<file path="src/rtl/typedefs_pkg.sv">
// Shared types and defaults for the Genius game front-end.
// Colour codes, buffer states and the colour priority helper live here.
package typedefs_pkg;

  localparam int unsigned COLOR_CODEFY_W      = 2;
  localparam int unsigned NUM_COLORS          = 4;
  localparam int unsigned DEBOUNCE_CYCLES_DEF = 4;
  localparam int unsigned DEBOUNCE_W_DEF      = 20;
  localparam int unsigned FIFO_DEPTH_DEF      = 4;

  typedef enum logic [COLOR_CODEFY_W-1:0] {
    RED    = 2'd0,
    GREEN  = 2'd1,
    BLUE   = 2'd2,
    YELLOW = 2'd3
  } color_e;

  typedef enum logic {
    EMPTY = 1'b0,
    FULL  = 1'b1
  } buf_state_e;

  // Lowest code wins when several colours rise together.
  function automatic color_e lowest_color(input logic [NUM_COLORS-1:0] rises);
    color_e c;
    c = RED;
    for (int i = NUM_COLORS - 1; i >= 0; i--) begin
      if (rises[i]) c = color_e'(COLOR_CODEFY_W'(i));
    end
    return c;
  endfunction

endpackage

</file>
<file path="src/rtl/button_debouncer.sv">
// Two-flop synchroniser plus stable-level debouncer for one raw button.
// rise is a combinational one-cycle strobe on each accepted low-to-high change.
module button_debouncer
  import typedefs_pkg::*;
#(
  parameter int unsigned DEBOUNCE_CYCLES = DEBOUNCE_CYCLES_DEF,
  parameter int unsigned DEBOUNCE_W      = DEBOUNCE_W_DEF
) (
  input  logic clk,
  input  logic rst,
  input  logic raw,
  output logic stable,
  output logic rise
);

  localparam logic [DEBOUNCE_W-1:0] CNT_LAST = DEBOUNCE_W'(DEBOUNCE_CYCLES - 1);

  logic                  sync_q1;
  logic                  sync_q2;
  logic                  stable_d;
  logic [DEBOUNCE_W-1:0] cnt;

  // NOTE: clocked state uses non-blocking assignments so every flop samples pre-edge values.
  always_ff @(posedge clk) begin
    if (rst) begin
      sync_q1  <= 1'b0;
      sync_q2  <= 1'b0;
      stable   <= 1'b0;
      stable_d <= 1'b0;
      cnt      <= '0;
    end else begin
      sync_q1  <= raw;
      sync_q2  <= sync_q1;
      stable_d <= stable;
      if (sync_q2 == stable) begin
        cnt <= '0;
      end else if (cnt == CNT_LAST) begin
        stable <= sync_q2;
        cnt    <= '0;
      end else begin
        cnt <= cnt + 1'b1;
      end
    end
  end

  assign rise = stable & ~stable_d;

endmodule

</file>
<file path="src/rtl/button_conditioner.sv">
// Debounces the four colour buttons and start, offers colour presses on valid/ready.
// Define BTN_PRESS_FIFO_EN to replace the single holding register with a FIFO.
module button_conditioner
  import typedefs_pkg::*;
#(
  parameter int unsigned DEBOUNCE_CYCLES = DEBOUNCE_CYCLES_DEF,
  parameter int unsigned DEBOUNCE_W      = DEBOUNCE_W_DEF
`ifdef BTN_PRESS_FIFO_EN
  ,
  parameter int unsigned FIFO_DEPTH      = FIFO_DEPTH_DEF
`endif
) (
  input  logic                      clk,
  input  logic                      rst,
  input  logic                      btn_red_raw,
  input  logic                      btn_green_raw,
  input  logic                      btn_blue_raw,
  input  logic                      btn_yellow_raw,
  input  logic                      btn_start_raw,
  output logic [COLOR_CODEFY_W-1:0] player_button,
  output logic                      press_valid,
  input  logic                      press_ready,
  output logic                      start_pulse,
  output logic                      multi_press,
  output logic                      overflow
);

  // Index order matches the colour codes; start sits on top.
  logic [4:0]            raw_vec;
  logic [4:0]            rise_vec;
  logic [4:0]            stable_levels_unused;
  logic [NUM_COLORS-1:0] color_rise;
  logic                  ev;
  logic                  multi_c;
  color_e                ev_code;
  logic                  pop;
  logic                  ovf_nxt;

  assign raw_vec = {btn_start_raw, btn_yellow_raw, btn_blue_raw, btn_green_raw, btn_red_raw};

  for (genvar i = 0; i < 5; i++) begin : g_deb
    button_debouncer #(
      .DEBOUNCE_CYCLES(DEBOUNCE_CYCLES),
      .DEBOUNCE_W     (DEBOUNCE_W)
    ) u_deb (
      .clk   (clk),
      .rst   (rst),
      .raw   (raw_vec[i]),
      .stable(stable_levels_unused[i]),
      .rise  (rise_vec[i])
    );
  end

  assign color_rise = rise_vec[NUM_COLORS-1:0];
  assign ev         = |color_rise;
  assign ev_code    = lowest_color(color_rise);
  assign multi_c    = (color_rise & (color_rise - 1'b1)) != '0;
  assign pop        = press_valid & press_ready;

`ifdef BTN_PRESS_FIFO_EN
  localparam int unsigned AW    = $clog2(FIFO_DEPTH);
  localparam int unsigned PTR_W = AW + 1;
  localparam logic [PTR_W-1:0] PTR_WRAP = {1'b1, {AW{1'b0}}};

  color_e           mem [FIFO_DEPTH];
  logic [PTR_W-1:0] wr_ptr;
  logic [PTR_W-1:0] rd_ptr;
  logic             empty;
  logic             full;
  logic             push;

  assign empty   = (wr_ptr == rd_ptr);
  assign full    = ((wr_ptr ^ rd_ptr) == PTR_WRAP);
  // A pop frees the slot this same edge, so a full FIFO still takes the push.
  assign push    = ev & (~full | pop);
  assign ovf_nxt = ev & full & ~pop;

  always_ff @(posedge clk) begin
    if (rst) begin
      wr_ptr <= '0;
      rd_ptr <= '0;
    end else begin
      if (push) wr_ptr <= wr_ptr + 1'b1;
      if (pop)  rd_ptr <= rd_ptr + 1'b1;
    end
  end

  // NOTE: storage is left unreset; the empty flag masks stale entries.
  always_ff @(posedge clk) begin
    if (push) mem[wr_ptr[AW-1:0]] <= ev_code;
  end

  assign press_valid   = ~empty;
  assign player_button = empty ? '0 : mem[rd_ptr[AW-1:0]];
`else
  buf_state_e state;
  buf_state_e state_nxt;
  color_e     held_code;
  color_e     held_code_nxt;

  always_ff @(posedge clk) begin
    if (rst) begin
      state     <= EMPTY;
      held_code <= RED;
    end else begin
      state     <= state_nxt;
      held_code <= held_code_nxt;
    end
  end

  // NOTE: defaults first so every path assigns every output and no latch is inferred.
  always_comb begin
    state_nxt     = state;
    held_code_nxt = held_code;
    ovf_nxt       = 1'b0;
    case (state)
      EMPTY: begin
        if (ev) begin
          state_nxt     = FULL;
          held_code_nxt = ev_code;
        end
      end
      FULL: begin
        if (pop && ev) begin
          held_code_nxt = ev_code;
        end else if (pop) begin
          state_nxt = EMPTY;
        end else if (ev) begin
          ovf_nxt = 1'b1;
        end
      end
      default: state_nxt = EMPTY;
    endcase
  end

  assign press_valid   = (state == FULL);
  assign player_button = held_code;
`endif

  always_ff @(posedge clk) begin
    if (rst) begin
      start_pulse <= 1'b0;
      multi_press <= 1'b0;
      overflow    <= 1'b0;
    end else begin
      start_pulse <= rise_vec[4];
      multi_press <= multi_c;
      overflow    <= ovf_nxt;
    end
  end

endmodule

</file>
<file path="config.mk">
export PLATFORM = sky130hd
export DESIGN_NAME = button_conditioner
export DESIGN_NICKNAME = d
export VERILOG_FILES = /design/src/rtl/typedefs_pkg.sv /design/src/rtl/button_debouncer.sv /design/src/rtl/button_conditioner.sv
export SDC_FILE = /design/constraint.sdc
export NUM_CORES = 1
export LEC_CHECK = 0
export ABC_AREA = 0
export BUFFER_PORTS_ARGS = -buffer_cell sky130_fd_sc_hd__buf_2
export CORE_UTILIZATION = 25
export CTS_CLUSTER_DIAMETER = 60
export DETAILED_ROUTE_END_ITERATION = 8
export HOLD_SLACK_MARGIN = 0.05
export PLACE_DENSITY = 0.38
export SLEW_MARGIN = 20
export SYNTH_ARGS = -nofsm -noshare
export SYNTH_HDL_FRONTEND = slang
export SYNTH_HIERARCHICAL = 1
export SYNTH_SLANG_ARGS = --single-unit
export TNS_END_PERCENT = 1
</file>
<file path="constraint.sdc">
create_clock -name clk -period 2.3 [get_ports clk]
set_input_delay 0.345 -clock clk [delete_from_list [all_inputs] [get_ports clk]]
set_output_delay 0.345 -clock clk [all_outputs]
set_load 0.05 [all_outputs]
</file>
==> flow_summary_export.csv <==
group,metric,value,unit
outcome,status,"completed",
die,dieArea,0.0229,mm^2
synthesis,netlist_instances,605,
clock_network,h-tree-depth,4,
sta,tightestPinTransition,0.438,ns
placed_design,place_area,0.00603,mm^2
sta,clock.fmax,0.602,GHz
finish,n_fill_cell,2324,
run,maxCapViolCount,0,
pwr,comb_power_share,0.012,
setup_path,cp.arrival,2.00,ns
synthesis,synth-seq-cells,126,
setup_path,crit_path_start_kind,"flip-flop",
route,first_pass_iters,5,
route,wire_per_inst,12.4,um
route,totalWireLength,11600,um
synthesis,netlist.area_leader.share,0.452,
die,die_width,151,um
placed_design,numPortBuffers,13,
sta,fin_crit,1.66,ns
synthesis,synth-seq-area-share,0.452,
clock_network,cts.clk_slew.worst_paths,0.06,ns
sta,rsz0062_at_grt,"false",
clock_network,post_cts_buffers,0,
clock_network,clock_path_buffers,2,
finish,final_net_count,657,
clock_network,clk_latency,0.41,ns
clock_network,post_cts_resized,0,
finish,multi_input_area,0.00289,mm^2
die,core_area,0.0219,mm^2
setup_path,setup.worst_path.end_class,"flip-flop",
synthesis,yosys-top-cells-area,"dfxtp_1 45%, xnor2_1 11%, nor2_1 7.5%, nand4_1 3.9%, nor4_1 3.4%",
synthesis,synth.largest_area_cell,"dfxtp_1",
placed_design,pre_cts_slack,0.648,ns
global_route,grt_pass1_wl,20100,um
global_route,track_usage,0.111,
synthesis,avgSynthCellArea,9.23,um^2
finish,final_common_cell,"dfxtp_1",
placed_design,dpl.hpwl,7990,um
finish,area_growth,18.1,%
pwr,switchingPower,979,uW
clock_network,cts_root_buf,"clkbuf_16",
sta,skew,0.00707,ns
synthesis,syn_nets,618,
clock_network,cts_tree,"yes",
sta,setup_tns,0,ns
route,drc,0,
pwr,switching_share,0.203,
finish,final_cell_mix,"126 x dfxtp_1, 112 x nor2_1, 70 x xnor2_1, 35 x nand4_1, 31 x inv_1",
finish,antenna-diode-count,0,
route,vias_per_cell,4.51,
route,num_vias,4223,
setup_path,cp_max_fo,4,
route,ant_nets,0,
die,start_util,0.255,
setup_path,cp.required,2.64,ns
setup_path,critPathKind,"flip-flop to flip-flop",
finish,stdcell_count,936,
finish,fin_area,0.00660,mm^2
pwr,power_frac_seq,0.457,
route,drt_iter0_markers,187,
global_route,antenna_found_initial,0,
finish,drive_above_1_share,0.146,
clock_network,cts_made_buffers,17,
pwr,p_int,3.83,mW
die,die_h,151,um
sta,final-setup-viol-count,0,
pwr,power_density,730,mW/mm^2
finish,seqCellArea,0.00252,mm^2
clock_network,hold_buffers,0,
sta,post-route-period-util,0.722,
pwr,finalPower,4.81,mW
sta,fin_ws,0.639,ns
clock_network,clkSinkCount,126,
pwr,ir_worst_vdd,0.361,mV
sta,max_slew_margin,0.708,
synthesis,synth_warnings,6,
pwr,power_frac_clock,0.531,
sta,hold_viol,0,
sta,drv_slew,0,
synthesis,synth_cell_types,34,
die,ios,14,
placed_design,dp_cells,905,
global_route,grt_remaining_overflow,0,
global_route,grt_start_max_net_pins,23,
die,num_rows,54,
global_route,grt_pass1_vias,4191,
placed_design,routabilityCongestion,0.765,
synthesis,syn_area,0.00558,mm^2
min_path,worstHoldPathType,"input pin to flip-flop",
pwr,leakage,2.06,nW
==> through the flow <==
| stage | hold slack [ns] | util |
|---|---|---|
| global placement | 0.423 | 0.276 |
| detailed placement | 0.428 | 0.276 |
| floorplan | 0.414 | - |
| global route | 0.149 | 0.301 |
| CTS | 0.131 | 0.301 |
| finish | 0.148 | 0.301 |
==> registers in the layout, indices dropped and copies added (netlist names) <==
signal                cells
g_deb.u_deb/cnt         100
g_deb.u_deb/stable        5
g_deb.u_deb/stable_d      5
g_deb.u_deb/sync_q1       5
g_deb.u_deb/sync_q2       5
player_button             2
multi_press               1
overflow                  1
press_valid               1
start_pulse               1
==> cells in the mapped netlist <==
cell type	number
xnor2_1	70
mux2_2	5
dfxtp_1	126
ha_1	5
nand4_1	35
nor2b_1	26
a31o_2	5
or3_1	5
and2b_2	1
inv_1	31
a21o_1	1
nor4_4	5
or2_1	1
nand3b_1	10
or4_4	5
nor4_2	1
nor3_1	27
a21oi_1	22
nand3_1	20
a21bo_2	10
or4_1	5
nand2b_4	1
nor4_1	30
nand2_1	15
and3_2	5
mux2i_1	1
nand2b_1	2
buf_6	5
nor2_1	112
o31ai_4	5
xor2_1	5
a211oi_1	5
a221oi_1	1
o21ai_0	2
==> worst max-delay path, stage by stage, from the launching register on <==
cell      delay [ns]
dfxtp_1         0.37
ha_1            0.26
nand3_1         0.22
nor4_1          0.33
buf_4           0.18
nand3b_1        0.08
a21oi_1         0.16
==> power groups by stage <==
stage,clock network (mW),logic (mW),registers (mW)
3_5_place_dp,0,0.0604,2.25
4_1_cts,2.65,0.0606,2.20
6_report,2.55,0.0583,2.20
3_3_place_gp,0,0.0596,2.25
2_1_floorplan,0,0.0326,2.25
5_1_grt,2.74,0.0656,2.20
==> layer usage <==
metal  vias to the layer above  wire length, um  GRT usage
li1                       2192                -          -
met1                      1985             6030      0.144
met2                        32             5040      0.171
met3                        14              288     0.0263
met4                         0              218     0.0570
met5                         -                0          0
==> final cells by class <==
cell class	count	area share
inverter	31	0.0176
multi-input combinational	443	0.438
clock buffer	25	0.0766
timing repair buffer	25	0.0235
clock inverter	6	0.00873
sequential	126	0.382
tap	280	0.0531
==> final timing paths <==
check / start / end / slack [ns] / cells past startpoint
max reg2reg: g_deb[4].u_deb/cnt[0] / g_deb[4].u_deb/cnt[18] / 0.64 / 6
max: g_deb[4].u_deb/cnt[0] / g_deb[4].u_deb/cnt[18] / 0.64 / 6
min reg2reg: g_deb[4].u_deb/sync_q1 / g_deb[4].u_deb/sync_q2 / 0.44 / 1
min: btn_start_raw / g_deb[4].u_deb/sync_q1 / 0.15 / 2
==> cells by family (layout without fill, tap and decap cells) <==
group	Yosys count	after routing	share of synthesized area
AND/OR/NAND/NOR	306	306	0.301
XOR/XNOR	75	75	0.118
flip-flops	126	126	0.452
AO/OA/AOI/OAI	51	51	0.0760
multiplexers	6	6	0.0119
buffers and inverters	36	87	0.0309
adder cells (fa/ha/maj)	5	5	0.0112
No activity file was read; power rests on OpenSTA's default activity.
